$ cat config.mk
export PLATFORM = sky130hd
export DESIGN_NAME = axilite_console_slave
export DESIGN_NICKNAME = d
export VERILOG_FILES = /design/src/rtl/console_pkg.sv /design/src/rtl/byte_fifo.sv /design/src/rtl/axilite_console_slave.sv
export SDC_FILE = /design/constraint.sdc
export NUM_CORES = 1
export LEC_CHECK = 0
export ABC_AREA = 1
export ABC_CLOCK_PERIOD_IN_PS = 2700
export CAP_MARGIN = 20
export CORE_UTILIZATION = 40
export DETAILED_ROUTE_END_ITERATION = 12
export GPL_ROUTABILITY_DRIVEN = 1
export GPL_TIMING_DRIVEN = 0
export MAX_ROUTING_LAYER = met4
export SLEW_MARGIN = 20
export SYNTH_ARGS = -nofsm -noshare
export SYNTH_HDL_FRONTEND = slang
export SYNTH_SLANG_ARGS = --single-unit
$ cat constraint.sdc
create_clock -name uncoreclk -period 2.7 [get_ports uncoreclk]
set_input_delay 0.54 -clock uncoreclk [delete_from_list [all_inputs] [get_ports uncoreclk]]
set_output_delay 0.54 -clock uncoreclk [all_outputs]
set_load 0.05 [all_outputs]
$ cat src/rtl/console_pkg.sv
// rtl/console_pkg.sv - register map, status/control bit positions and response codes for the console slave
package console_pkg;

  localparam logic [1:0] REG_RX   = 2'd0;
  localparam logic [1:0] REG_TX   = 2'd1;
  localparam logic [1:0] REG_STAT = 2'd2;
  localparam logic [1:0] REG_CTRL = 2'd3;

  localparam int STAT_RX_VALID = 0;
  localparam int STAT_RX_FULL  = 1;
  localparam int STAT_TX_EMPTY = 2;
  localparam int STAT_TX_FULL  = 3;
  localparam int STAT_INTR_EN  = 4;
  localparam int STAT_OVERRUN  = 5;

  localparam int CTRL_TX_CLR  = 0;
  localparam int CTRL_RX_CLR  = 1;
  localparam int CTRL_INTR_EN = 4;

  localparam logic [1:0] RESP_OKAY = 2'b00;

  // Parity and frame error bits are never raised by this console.
  function automatic logic [7:0] stat_pack(input logic overrun, input logic intr_en,
                                           input logic tx_full, input logic tx_empty,
                                           input logic rx_full, input logic rx_valid);
    logic [7:0] s;
    s = 8'h00;
    s[STAT_OVERRUN]  = overrun;
    s[STAT_INTR_EN]  = intr_en;
    s[STAT_TX_FULL]  = tx_full;
    s[STAT_TX_EMPTY] = tx_empty;
    s[STAT_RX_FULL]  = rx_full;
    s[STAT_RX_VALID] = rx_valid;
    return s;
  endfunction

endpackage

$ cat src/rtl/byte_fifo.sv
// rtl/byte_fifo.sv - synchronous byte FIFO with push/pop/clear and zero-latency head
module byte_fifo #(
  parameter int DEPTH = 16
) (
  input  logic       clk,
  input  logic       rst_n,
  input  logic       push,
  input  logic [7:0] push_data,
  input  logic       pop,
  input  logic       clear,
  output logic       full,
  output logic       empty,
  output logic [7:0] head
);

  localparam int AW = $clog2(DEPTH);
  localparam logic [AW:0] PTR_ONE = 1;

  logic [AW:0] wr_ptr;
  logic [AW:0] rd_ptr;
  logic [7:0]  mem [DEPTH];
  logic        do_push;
  logic        do_pop;

  assign empty = (wr_ptr == rd_ptr);
  assign full  = (wr_ptr[AW] != rd_ptr[AW]) && (wr_ptr[AW-1:0] == rd_ptr[AW-1:0]);
  assign head  = mem[rd_ptr[AW-1:0]];

  // A full FIFO still accepts a push when the head leaves on the same edge.
  assign do_pop  = pop && !empty;
  assign do_push = push && (!full || do_pop);

  always_ff @(posedge clk or negedge rst_n) begin
    if (!rst_n) begin
      wr_ptr <= '0;
      rd_ptr <= '0;
    end else if (clear) begin
      wr_ptr <= '0;
      rd_ptr <= '0;
    end else begin
      if (do_push) wr_ptr <= wr_ptr + PTR_ONE;
      if (do_pop)  rd_ptr <= rd_ptr + PTR_ONE;
    end
  end

  always_ff @(posedge clk) begin
    if (do_push && !clear) mem[wr_ptr[AW-1:0]] <= push_data;
  end

endmodule

$ cat src/rtl/axilite_console_slave.sv
// rtl/axilite_console_slave.sv - AXI4-Lite console register slave bridging MMIO to TX/RX byte streams
module axilite_console_slave
  import console_pkg::*;
#(
  parameter int ADDR_WIDTH = 32,
  parameter int FIFO_DEPTH = 16
) (
  input  logic                  uncoreclk,
  input  logic                  uncore_rstn,
  input  logic [ADDR_WIDTH-1:0] s_axilite_awaddr,
  input  logic                  s_axilite_awvalid,
  output logic                  s_axilite_awready,
  input  logic [31:0]           s_axilite_wdata,
  input  logic [3:0]            s_axilite_wstrb,
  input  logic                  s_axilite_wvalid,
  output logic                  s_axilite_wready,
  output logic [1:0]            s_axilite_bresp,
  output logic                  s_axilite_bvalid,
  input  logic                  s_axilite_bready,
  input  logic [ADDR_WIDTH-1:0] s_axilite_araddr,
  input  logic                  s_axilite_arvalid,
  output logic                  s_axilite_arready,
  output logic [31:0]           s_axilite_rdata,
  output logic [1:0]            s_axilite_rresp,
  output logic                  s_axilite_rvalid,
  input  logic                  s_axilite_rready,
  output logic [7:0]            tx_data,
  output logic                  tx_valid,
  input  logic                  tx_ready,
  input  logic [7:0]            rx_data,
  input  logic                  rx_valid,
  output logic                  rx_ready,
  output logic                  intr
);

  logic       rdy_en, aw_held, w_held, w_strb0;
  logic [1:0] aw_idx, ar_idx;
  logic [7:0] w_byte;
  logic       aw_hs, w_hs, ar_hs, wr_exec;
  logic       ctrl_wr, tx_clr, rx_clr, tx_push, tx_pop, rx_pop;
  logic       tx_full, tx_empty, rx_full, rx_empty;
  logic [7:0] rx_head;
  logic       intr_en, overrun, overrun_evt;
  logic       rx_empty_d, tx_empty_d, tx_clr_d, rx_rise, tx_fall;
  logic [31:0] rd_value;
  logic       unused_bits;

  assign unused_bits = ^{s_axilite_awaddr[ADDR_WIDTH-1:4], s_axilite_awaddr[1:0],
                         s_axilite_araddr[ADDR_WIDTH-1:4], s_axilite_araddr[1:0],
                         s_axilite_wdata[31:8], s_axilite_wstrb[3:1]};

  // rdy_en keeps every ready low for the first cycle out of reset.
  assign s_axilite_awready = rdy_en && !aw_held && !s_axilite_bvalid;
  assign s_axilite_wready  = rdy_en && !w_held && !s_axilite_bvalid;
  assign s_axilite_arready = rdy_en && !s_axilite_rvalid;
  assign s_axilite_bresp   = RESP_OKAY;
  assign s_axilite_rresp   = RESP_OKAY;
  assign rx_ready          = 1'b1;

  assign aw_hs   = s_axilite_awvalid && s_axilite_awready;
  assign w_hs    = s_axilite_wvalid && s_axilite_wready;
  assign ar_hs   = s_axilite_arvalid && s_axilite_arready;
  assign wr_exec = aw_held && w_held;
  assign ar_idx  = s_axilite_araddr[3:2];

  assign ctrl_wr     = wr_exec && (aw_idx == REG_CTRL) && w_strb0;
  assign tx_clr      = ctrl_wr && w_byte[CTRL_TX_CLR];
  assign rx_clr      = ctrl_wr && w_byte[CTRL_RX_CLR];
  assign tx_push     = wr_exec && (aw_idx == REG_TX) && w_strb0;
  assign tx_valid    = !tx_empty;
  assign tx_pop      = tx_valid && tx_ready;
  assign rx_pop      = ar_hs && (ar_idx == REG_RX) && !rx_empty;
  assign overrun_evt = rx_valid && rx_full && !rx_pop;

  always_comb begin
    rd_value = 32'h0;
    case (ar_idx)
      REG_RX:   rd_value = rx_empty ? 32'h0 : {24'h0, rx_head};
      REG_STAT: rd_value = {24'h0, stat_pack(overrun, intr_en, tx_full, tx_empty, rx_full, !rx_empty)};
      default:  rd_value = 32'h0;
    endcase
  end

  always_ff @(posedge uncoreclk or negedge uncore_rstn) begin
    if (!uncore_rstn) begin
      rdy_en           <= 1'b0;
      aw_held          <= 1'b0;
      w_held           <= 1'b0;
      aw_idx           <= 2'd0;
      w_byte           <= 8'h00;
      w_strb0          <= 1'b0;
      s_axilite_bvalid <= 1'b0;
    end else begin
      rdy_en <= 1'b1;
      if (wr_exec) begin
        aw_held          <= 1'b0;
        w_held           <= 1'b0;
        s_axilite_bvalid <= 1'b1;
      end else if (s_axilite_bvalid && s_axilite_bready) begin
        s_axilite_bvalid <= 1'b0;
      end
      if (aw_hs) begin
        aw_held <= 1'b1;
        aw_idx  <= s_axilite_awaddr[3:2];
      end
      if (w_hs) begin
        w_held  <= 1'b1;
        w_byte  <= s_axilite_wdata[7:0];
        w_strb0 <= s_axilite_wstrb[0];
      end
    end
  end

  always_ff @(posedge uncoreclk or negedge uncore_rstn) begin
    if (!uncore_rstn) begin
      s_axilite_rvalid <= 1'b0;
      s_axilite_rdata  <= 32'h0;
    end else if (ar_hs) begin
      s_axilite_rvalid <= 1'b1;
      s_axilite_rdata  <= rd_value;
    end else if (s_axilite_rvalid && s_axilite_rready) begin
      s_axilite_rvalid <= 1'b0;
    end
  end

  // Edges are detected one cycle late against registered empties; a cleared TX never interrupts.
  assign rx_rise = rx_empty_d && !rx_empty;
  assign tx_fall = !tx_empty_d && tx_empty && !tx_clr_d;

  always_ff @(posedge uncoreclk or negedge uncore_rstn) begin
    if (!uncore_rstn) begin
      intr_en    <= 1'b0;
      overrun    <= 1'b0;
      intr       <= 1'b0;
      rx_empty_d <= 1'b1;
      tx_empty_d <= 1'b1;
      tx_clr_d   <= 1'b0;
    end else begin
      if (ctrl_wr) intr_en <= w_byte[CTRL_INTR_EN];
      if (overrun_evt) overrun <= 1'b1;
      else if (ar_hs && (ar_idx == REG_STAT)) overrun <= 1'b0;
      intr       <= intr_en && (rx_rise || tx_fall);
      rx_empty_d <= rx_empty;
      tx_empty_d <= tx_empty;
      tx_clr_d   <= tx_clr;
    end
  end

  byte_fifo #(.DEPTH(FIFO_DEPTH)) u_tx_fifo (
    .clk       (uncoreclk),
    .rst_n     (uncore_rstn),
    .push      (tx_push),
    .push_data (w_byte),
    .pop       (tx_pop),
    .clear     (tx_clr),
    .full      (tx_full),
    .empty     (tx_empty),
    .head      (tx_data)
  );

  byte_fifo #(.DEPTH(FIFO_DEPTH)) u_rx_fifo (
    .clk       (uncoreclk),
    .rst_n     (uncore_rstn),
    .push      (rx_valid),
    .push_data (rx_data),
    .pop       (rx_pop),
    .clear     (rx_clr),
    .full      (rx_full),
    .empty     (rx_empty),
    .head      (rx_head)
  );

endmodule
# Yosys cells after proc, flatten, opt, wreduce, memory -nomap -nowiden
# Memories as Yosys holds them, arrays and structs flattened.
# Cells that the tools add are included.
totals:
  register_bits: 74
  latchBits: 0
  mem_bits_rw: 256
  rom_bits: 0
  in_bits: 117
  out_inout_bits: 52
  memories: 2
memory_table:
  columns: ["name", "words", "word_bits", "read_ports", "rd_clocked_by_memory_dff", "write_ports", "line_no", "source"]
  rows:
  - ["u_rx_fifo.mem", 16, 8, 1, 0, 1, "byte_fifo.sv:21", "logic [7:0] mem [DEPTH];"]
  - ["u_tx_fifo.mem", 16, 8, 1, 0, 1, "byte_fifo.sv:21", null]
op_classes:
  n_addsub: 4
  n_mul: 0
  div_mod_pow: 0
  order_cmp: 0
  n_eq_ne: 9
  shift: 0
  n_mux: 23
  bitwise_logic: 0
  reduce_logical: 61
op_table:
  columns: ["cell", "count"]
  rows:
  - ["$mux 5", 8]
  - ["$logic_and 1x1->1", 35]
  - ["$add 5x1->5 const B", 4]
  - ["$reduce_bool 2->1", 9]
  - ["$pmux 8 s2", 1]
  - ["$logic_not 1->1", 13]
  - ["$mux 1", 13]
  - ["$eq 5x5->1", 2]
  - ["$eq 4x4->1", 2]
  - ["$mux 8", 1]
  - ["$eq 2x2->1 const B", 2]
  - ["$logic_or 1x1->1", 3]
  - ["$eq 2x1->1 const B", 1]
  - ["$logic_not 2->1", 1]
  - ["$ne 1x1->1", 2]

# Depth between registers and ports, before layout
# Gate-level depths: netlist (run 1).
logic_depth:
  depth_word: 11
  depth_mapped: 13

# Cells and area by module
# A second synthesis (run 1) with hierarchy kept.
unflattened:
  hier_cells: 1191
  area_unflattened_um2: 13304.0
modules_own_cells:
  columns: ["mod", "instances", "cells_per_inst", "area_per_inst_um2", "seq_area_each_um2"]
  rows:
  - ["byte_fifo at u_rx_fifo", 1, 494, 5860.6, 4093.9]
  - ["byte_fifo at u_tx_fifo", 1, 494, 5853.1, 4093.9]
  - ["axilite_console_slave", 1, 203, 1590.3, 753.2]

# Worst setup path before layout (run 1)
# No wires, ideal clock.
synth_path:
  path_kind: "reg-to-reg"
  start: "register s_axilite_rvalid"
  end: "memory u_rx_fifo.mem[12][0] (enable)"
  setup_time_ns: 0.370
  arrival_ns: 2.350
  slack_ns: -0.021
  stages_incl_launch_ff: 9
  path_buffers: 2
  period_less_slack_ns: 2.721
  path_cell_list: "dfrtp_1 nor2_2 nand2_1 nor3_2 or2_1 buf_6 nand3_4 buf_8 nor2_1"
synth_via:
  elab_chain_len: 11
synth_rtl:
  columns: ["item", "line_no", "source"]
  rows:
  - ["start, declared", "axilite_console_slave.sv:25", "output logic s_axilite_rvalid,"]
  - ["start signal, assigned", "axilite_console_slave.sv:116", "s_axilite_rvalid <= 1'b0;"]
  - ["start signal, assigned", "axilite_console_slave.sv:119", "s_axilite_rvalid <= 1'b1;"]
  - ["start signal, assigned", "axilite_console_slave.sv:122", "s_axilite_rvalid <= 1'b0;"]
  - ["$logic_not 1->1", "axilite_console_slave.sv:55", "assign s_axilite_arready = rdy_en && !s_axilite_rvalid;"]
  - ["$logic_and 1x1->1", "axilite_console_slave.sv:55", null]
  - ["via s_axilite_arready", "axilite_console_slave.sv:22", "output logic s_axilite_arready,"]
  - ["$logic_and 1x1->1", "axilite_console_slave.sv:62", "assign ar_hs = s_axilite_arvalid && s_axilite_arready;"]
  - ["$logic_and 1x1->1 (2 in a row)", "axilite_console_slave.sv:72", "assign rx_pop = ar_hs && (ar_idx == REG_RX) && !rx_empty;"]
  - ["$logic_and 1x1->1", "byte_fifo.sv:30", "assign do_pop = pop && !empty;"]
  - ["$logic_or 1x1->1", "byte_fifo.sv:31", "assign do_push = push && (!full || do_pop);"]
  - ["$logic_and 1x1->1", "byte_fifo.sv:31", null]
  - ["$logic_and 1x1->1", "byte_fifo.sv:47", "if (do_push && !clear) mem[wr_ptr[AW-1:0]] <= push_data;"]
  - ["$mux 1", "byte_fifo.sv:47", null]
  - ["$mux 1 (implied by the code)", "byte_fifo.sv:47", null]
  - ["end, declared", "byte_fifo.sv:21", null]
# The timed path passes the listed nets, and every way through them passes these cells.

# Final worst setup path (run 1)
layout_path:
  start: "register u_tx_fifo.rd_ptr[0]"
  end: "output port tx_data[3]"
layout_via:
  elab_chain_len: 1
layout_rtl:
  columns: ["item", "line_no", "source"]
  rows:
  - ["start, declared", "byte_fifo.sv:20", "logic [AW:0] rd_ptr;"]
  - ["start signal, assigned", "byte_fifo.sv:42", "if (do_pop) rd_ptr <= rd_ptr + PTR_ONE;"]
  - ["$mem_v2 16x8", null, null]
  - ["end, declared", "axilite_console_slave.sv:27", "output logic [7:0] tx_data,"]
# Every way passes these cells.

==> results of run 1 <==
## kinds of logic after synthesis
| group | share of synthesized area [%] |
|---|---|
| AO/OA/AOI/OAI | 8.698 |
| XOR/XNOR | 1.011 |
| adder cells (fa/ha/maj) | 0.9632 |
| buffers and inverters | 5.442 |
| flip-flops | 68.83 |
| multiplexers | 0.8669 |
| other | 0.05781 |
| AND/OR/NAND/NOR | 14.13 |
## worst max-delay path, stage by stage (launching register included)
cell	delay, ns
dfrtp_2	0.44
buf_6	0.15
clkbuf_8	0.17
nor2_1	0.11
o22ai_1	0.08
o211ai_1	0.32
nand3_1	0.14
buf_6	0.18
## repair_timing
item                       in CTS  in global routing
setup buffers                   3                  1
setup endpoints to repair      10                 26
resized for setup             120                 44
gates cloned                    2                  0
pin swaps                       7                 13
hold endpoints to repair        0                  0
## placed cells by master (no fill, tap or decap), drive strengths merged, types with 18 or more instances in the layout
cell type      instances
buf                   75
clkbuf                63
clkdlybuf4s50         40
clkinv                18
conb                  30
dfrtp                 48
edfxtp               256
inv                   54
nand2                176
nand3                 69
nor2                 191
o21ai                131
o22ai                 29
## per-stage QoR
stage               hold WS [ns]  area [µm²]  cells
floorplan                 0.2444       13100   1162
global placement          0.4662       14110   1615
detailed placement        0.4675       14110   1615
CTS                      0.03471       15320   1677
global route             0.06610       15440   1677
finish                   0.01894       15440   1677
## state kept, by name (all words and copies together), names as in the netlist, 2 cells and up
signal            count
u_rx_fifo.mem       128
u_tx_fifo.mem       128
s_axilite_rdata       8
w_byte                8
u_rx_fifo.rd_ptr      5
u_rx_fifo.wr_ptr      5
u_tx_fifo.rd_ptr      5
u_tx_fifo.wr_ptr      5
aw_idx                2
## worst max-delay path by stage
stage | startpoint | end | slack (ns) | cells after the start
after floorplan | s_axilite_bvalid$_DFFE_PN0P_ | w_byte[0]$_DFFE_PN0P_ | 0.07 | 4
after global placement | u_tx_fifo.rd_ptr[0]$_DFFE_PN0P_ | tx_data[4] | -0.51 | 9
after detailed placement | u_tx_fifo.rd_ptr[0]$_DFFE_PN0P_ | tx_data[4] | -0.55 | 9
after CTS | u_tx_fifo.rd_ptr[1]$_DFFE_PN0P_ | tx_data[4] | -0.04 | 8
after global routing | u_tx_fifo.rd_ptr[0]$_DFFE_PN0P_ | tx_data[4] | -0.05 | 7
final | u_tx_fifo.rd_ptr[0]$_DFFE_PN0P_ | tx_data[3] | 0.002 | 7
## layer usage
metal  global-route usage, %  up-vias
met2                   32.84      253
li1                        -     4147
met5                       -        -
met4                   6.487        0
met1                   23.93     4124
met3                   2.275       69
## final cells by class
type                    instances  share of cell area (%)
well taps                     402                   3.257
flip-flops and latches        306                   57.90
plain buffers                  87                   4.099
multi-input cells             712                   23.02
clock buffers                  35                   5.120
inverters                      56                   1.426
clock inverters                22                   1.345
repair buffers                 57                   3.832
## report_power, final
part | leakage (nW) | switching [W] | internal [W] | total [W]
Combinational | 2.40 | 0.00401 | 0.00206 | 0.00607
Clock | 0.490 | 0.00176 | 0.00247 | 0.00423
Sequential | 2.94 | 0.000562 | 0.00588 | 0.00644
==> run summary, run 1 <==
status -> finished clean
Die Y -> 182.2 µm
routed len/inst -> 18.44 µm
area of the multi-input gates -> 3556 µm²
Setup crit end kind -> output pin
largest net degree at the start of global routing -> 51
final worst path period share -> 99.94%
Die Area -> 33200 µm²
grt ovf -> 0
Worst-path clk slew -> 0.06 ns
area growth from synthesis to layout -> 18.90%
layout cells sized above 1 -> 14.12%
worst-skew pair later-pin latency -> 0.55 ns
Initial Util -> 40.95%
worst r2r src -> u_tx_fifo.rd_ptr[0]$_DFFE_PN0P_
Post-synth top flop -> edfxtp_1
die width -> 182.2 µm
Max Clock Freq -> 0.3706 GHz
top post-synthesis cells by count -> edfxtp_1 (256), nor2_1 (187), nand2_1 (175), o21ai_0 (131), nand3_1 (68)
Pwr Total -> 0.01674 W
CTS Root Cell -> clkbuf_16
DRT Pass-1 Iters -> 5
H-tree Lvls -> 1
sequential-to-total area share from yosys stat -> 68.83%
Rel. slew slack -> 35.45%
antenna diode count -> 0
number of synthesized flops with an enable pin -> 256
top cell type's share of synthesized area -> 59.18%
Clock Tree Buf Depth -> 3
Slew @ Worst Pin -> 0.9646 ns
CTS Buf Count -> 31
synth top area cells -> edfxtp_1 (59%), dfrtp_1 (9.2%), nor2_1 (5.4%)
first-pass GRT wire length -> 47620 µm
critical path peak fanout -> 10
WS Path Type -> register to output pin
DRC -> 0
Reg2Reg Setup Slack -> 0.15 ns
most numerous cell in the Yosys netlist -> edfxtp_1
Worst EP required -> 2.16 ns
Max Used Layer -> met4
Setup WS pre-CTS -> -0.5502 ns
Worst setup SP type -> register
1st-iter DRT viols -> 707
final slew viol count -> 0
GRT Total Usage -> 19.29%
fin crit period -> 2.698 ns
Mean Syn Cell Area -> 11.45 µm²
detailed-route wire length -> 30920 µm
total power density per cell area -> 1084 nW/µm²
RSZ-0062 raised after global routing -> true
HP Class -> primary input to asynchronous set/reset pin
final core utilization -> 48.69%
clk sinks -> 306
TritonCTS clock tree -> yes
CTS hold repair buffers -> 0
Worst Path Arrival -> 2.16 ns
vias in the first global route -> 8371
Final Wtd Congestion -> 0.8769
Ys Warns -> 0
Core ar. -> 31720 µm²
worst setup margin -> 0.001503 ns
met2 WL -> 15340 µm
via count -> 8593
Distinct cells, synth -> 38
Boundary Pins -> 169
DRT met1 WL -> 13060 µm
final setup vio count -> 0
ys async rst share -> 16.34%
initial antenna violation count -> 0
RR Endpoint -> u_tx_fifo.mem[6][7]$_DFFE_PP_
Worst VDD drop -> 0.0006346 V
reg2reg path depth -> 8
LEAKAGE -> 5.830 nW
Antenna Nets Post-Route -> 0
detailed placer's ending HPWL -> 20360 µm
Cells after Synth -> 1134
Port Buffer Count -> 51
Cell Area, Synth -> 12990 µm²
register bit total from synthesis -> 306
Final #Nets -> 1378
setup TNS -> 0 ns
Max Cap Violations -> 0
Reg area -> 8942 µm²
WL met3 -> 1452 µm
Site Rows -> 65
Final Hold Vio Count -> 0
Filler Cell Count -> 2833
Synth area leader -> edfxtp_1
Worst Skew -> 0.01017 ns
Via density -> 5.124
Note: power is estimated with default switching activity, not from simulation.
==> run 2, diff against run 1 <==
--- a/config.mk
+++ b/config.mk
@@ -8,11 +8,12 @@
 export ABC_AREA = 1
 export ABC_CLOCK_PERIOD_IN_PS = 2700
 export CAP_MARGIN = 20
-export CORE_UTILIZATION = 40
+export CORE_UTILIZATION = 55
 export DETAILED_ROUTE_END_ITERATION = 12
 export GPL_ROUTABILITY_DRIVEN = 1
 export GPL_TIMING_DRIVEN = 0
 export MAX_ROUTING_LAYER = met4
+export PLACE_DENSITY = 0.8
 export SLEW_MARGIN = 20
 export SYNTH_ARGS = -nofsm -noshare
 export SYNTH_HDL_FRONTEND = slang
==> run 2 against run 1 <==
Power increased by 0.11%; die area fell by 27%; cell count decreased by 5.4%; critical path type is now register to register; critical path depth shrank 3; via count grew 7.3%; sequential share of layout area increased by 0.058 points; cell area shrank 0.11%; the run now ends with setup timing left; non-clock buffer count is 1 higher; clock skew is 0.016 ns higher.
==> run summary, run 2 (synthesized netlist as in run 1, its figures left out) <==
final setup vio count -> 19
switching power -> 0.006445 W
initial antenna violation count -> 0
DRC -> 0
Sw Ratio -> 38.45%
HP Class -> primary input to asynchronous set/reset pin
vias in the first global route -> 8862
Port Buffer Count -> 51
antenna diode count -> 0
area growth from synthesis to layout -> 18.76%
WS Path Type -> register to register
GR peak layer -> met2
Max Cap Violations -> 0
Core ar. -> 22920 µm²
Die Y -> 155.7 µm
Rel. slew slack -> 32.17%
Via density -> 5.813
DRT Pass-1 Iters -> 6
CTS Root Cell -> clkbuf_16
Worst Skew -> 0.02574 ns
Seq pwr share -> 38.7%
critical path peak fanout -> 18
Max Clock Freq -> 0.3459 GHz
Final Hold Vio Count -> 0
worst-skew pair later-pin latency -> 0.56 ns
GR Layer Usage met1 -> 32.35%
Setup crit end kind -> register
Boundary Pins -> 169
Filler Cell Count -> 1578
Pwr Total -> 0.01676 W
Worst EP required -> 2.87 ns
Comb power frac -> 37.8%
Die Area -> 24240 µm²
via count -> 9219
Final Wtd Congestion -> 0.8944
GRT Total Usage -> 26.39%
clock power share -> 23.5%
largest net degree at the start of global routing -> 51
H-tree Lvls -> 1
first-pass GRT wire length -> 47290 µm
Worst setup SP type -> register
TritonCTS clock tree -> yes
final core utilization -> 67.32%
Site Rows -> 55
CTS hold repair buffers -> 0
1st-iter DRT viols -> 1179
total power density per cell area -> 1086 nW/µm²
Antenna Nets Post-Route -> 0
final slew viol count -> 0
LEAKAGE -> 5.846 nW
Final #Nets -> 1377
die width -> 155.7 µm
detailed placer's ending HPWL -> 19580 µm
Clock Tree Buf Depth -> 3
most frequent cells in the layout -> edfxtp_1 (256), nand2_1 (174), nor2_1 (167)
detailed-route wire length -> 31460 µm
fin crit period -> 2.891 ns
Pint -> 0.01032 W
failing checks -> setup timing
layout cells sized above 1 -> 16.10%
status -> finished, violations left
Worst Path Arrival -> 3.07 ns
RSZ-0062 raised after global routing -> true
worst setup margin -> -0.1913 ns
Initial Util -> 56.69%
GRT met2 Usage -> 43.58%
Worst-path clk slew -> 0.07 ns
CTS Buf Count -> 29
most common cell after layout, fill and taps aside -> edfxtp_1
GRT met3 Usage -> 4.222%
routed len/inst -> 19.84 µm
Slew @ Worst Pin -> 1.014 ns
grt ovf -> 0
clk sinks -> 306
Worst VDD drop -> 0.0009513 V
final worst path period share -> 107.1%
run 2: cell count changes in the layout (fill, tap and decap cells not counted), sizes merged:
| cell | before | now |
|---|---|---|
| inv | 54 | 55 |
| clkinv | 18 | 15 |
| clkbuf | 63 | 67 |
| buf | 75 | 74 |
| bufinv | 4 | 2 |
| clkinvlp | 2 | 1 |
run 2: worst paths after layout:
check / startpoint / to / slack, ns / depth (start not counted)
max in group asynchronous: uncore_rstn / intr_en$_DFFE_PN0N_ / 2.23 / 1
worst min-delay path: uncore_rstn / u_tx_fifo.wr_ptr[2]$_DFFE_PN0P_ / 0.008 / 1
worst min register to register: s_axilite_rdata[0]$_DFFE_PN0P_ / s_axilite_rdata[0]$_DFFE_PN0P_ / 0.49 / 2
worst max-delay path: w_byte[0]$_DFFE_PN0P_ / u_tx_fifo.mem[11][6]$_DFFE_PP_ / -0.19 / 4
min in group uncoreclk: rx_valid / u_rx_fifo.wr_ptr[4]$_DFFE_PN0P_ / 0.45 / 3
worst max register to register: w_byte[0]$_DFFE_PN0P_ / u_tx_fifo.mem[11][6]$_DFFE_PP_ / -0.19 / 4
run 2: layout make-up:
type / count / area, µm² / share of cell area [%]
clock buffers: 37 / 785.8 / 5.093
plain buffers: 87 / 639.4 / 4.144
multi-input cells: 712 / 3701 / 23.99
inverters: 56 / 220.2 / 1.427
repair buffers: 58 / 610.6 / 3.958
clock inverters: 17 / 137.6 / 0.8921
flip-flops and latches: 306 / 8941 / 57.96
well taps: 313 / 391.6 / 2.539
run 2: power groups by stage:
stage               combinational [W]  sequential, W  clock (W)
floorplan                     0.00346        0.00648          0
global placement              0.00517        0.00652          0
detailed placement            0.00531        0.00656          0
CTS                           0.00570        0.00646    0.00394
global route                  0.00678        0.00653    0.00412
finish                        0.00633        0.00649    0.00394
run 2: worst max-delay path, stage by stage (launching register included):
cell and delay, ns:
dfrtp_1 0.67, nand2_1 0.39, clkbuf_1 0.48, nand2_1 0.21, nor2_1 0.75
run 2: timing repair:
item | CTS | global route
gates cloned | 2 | 1
resized for setup | 113 | 104
endpoints found under the setup margin | 9 | 122
setup buffers | 4 | 0
pin swaps | 9 | 24
run 2: layer usage:
layer | up-vias | part of all wire (%)
li1 | 4144 | -
met2 | 592 | 50
met4 | 0 | 4.2
met3 | 94 | 9.2
met1 | 4389 | 37
met5 | - | 0
run 2: per-stage QoR:
stage / std cells / hold slack, ns / instance area, µm² / setup TNS (ns) / setup WS, ns
after floorplan: 1162 / 0.2444 / 13100 / 0 / 0.07119
after global placement: 1526 / 0.4670 / 14000 / -38.27 / -0.5091
after detailed placement: 1526 / 0.4654 / 14000 / -22.17 / -0.5378
after CTS: 1585 / 0.03193 / 15130 / -0.01530 / -0.006418
after global routing: 1586 / 0.06526 / 15430 / -5.287 / -0.2749
final: 1586 / 0.007836 / 15430 / -3.088 / -0.1913
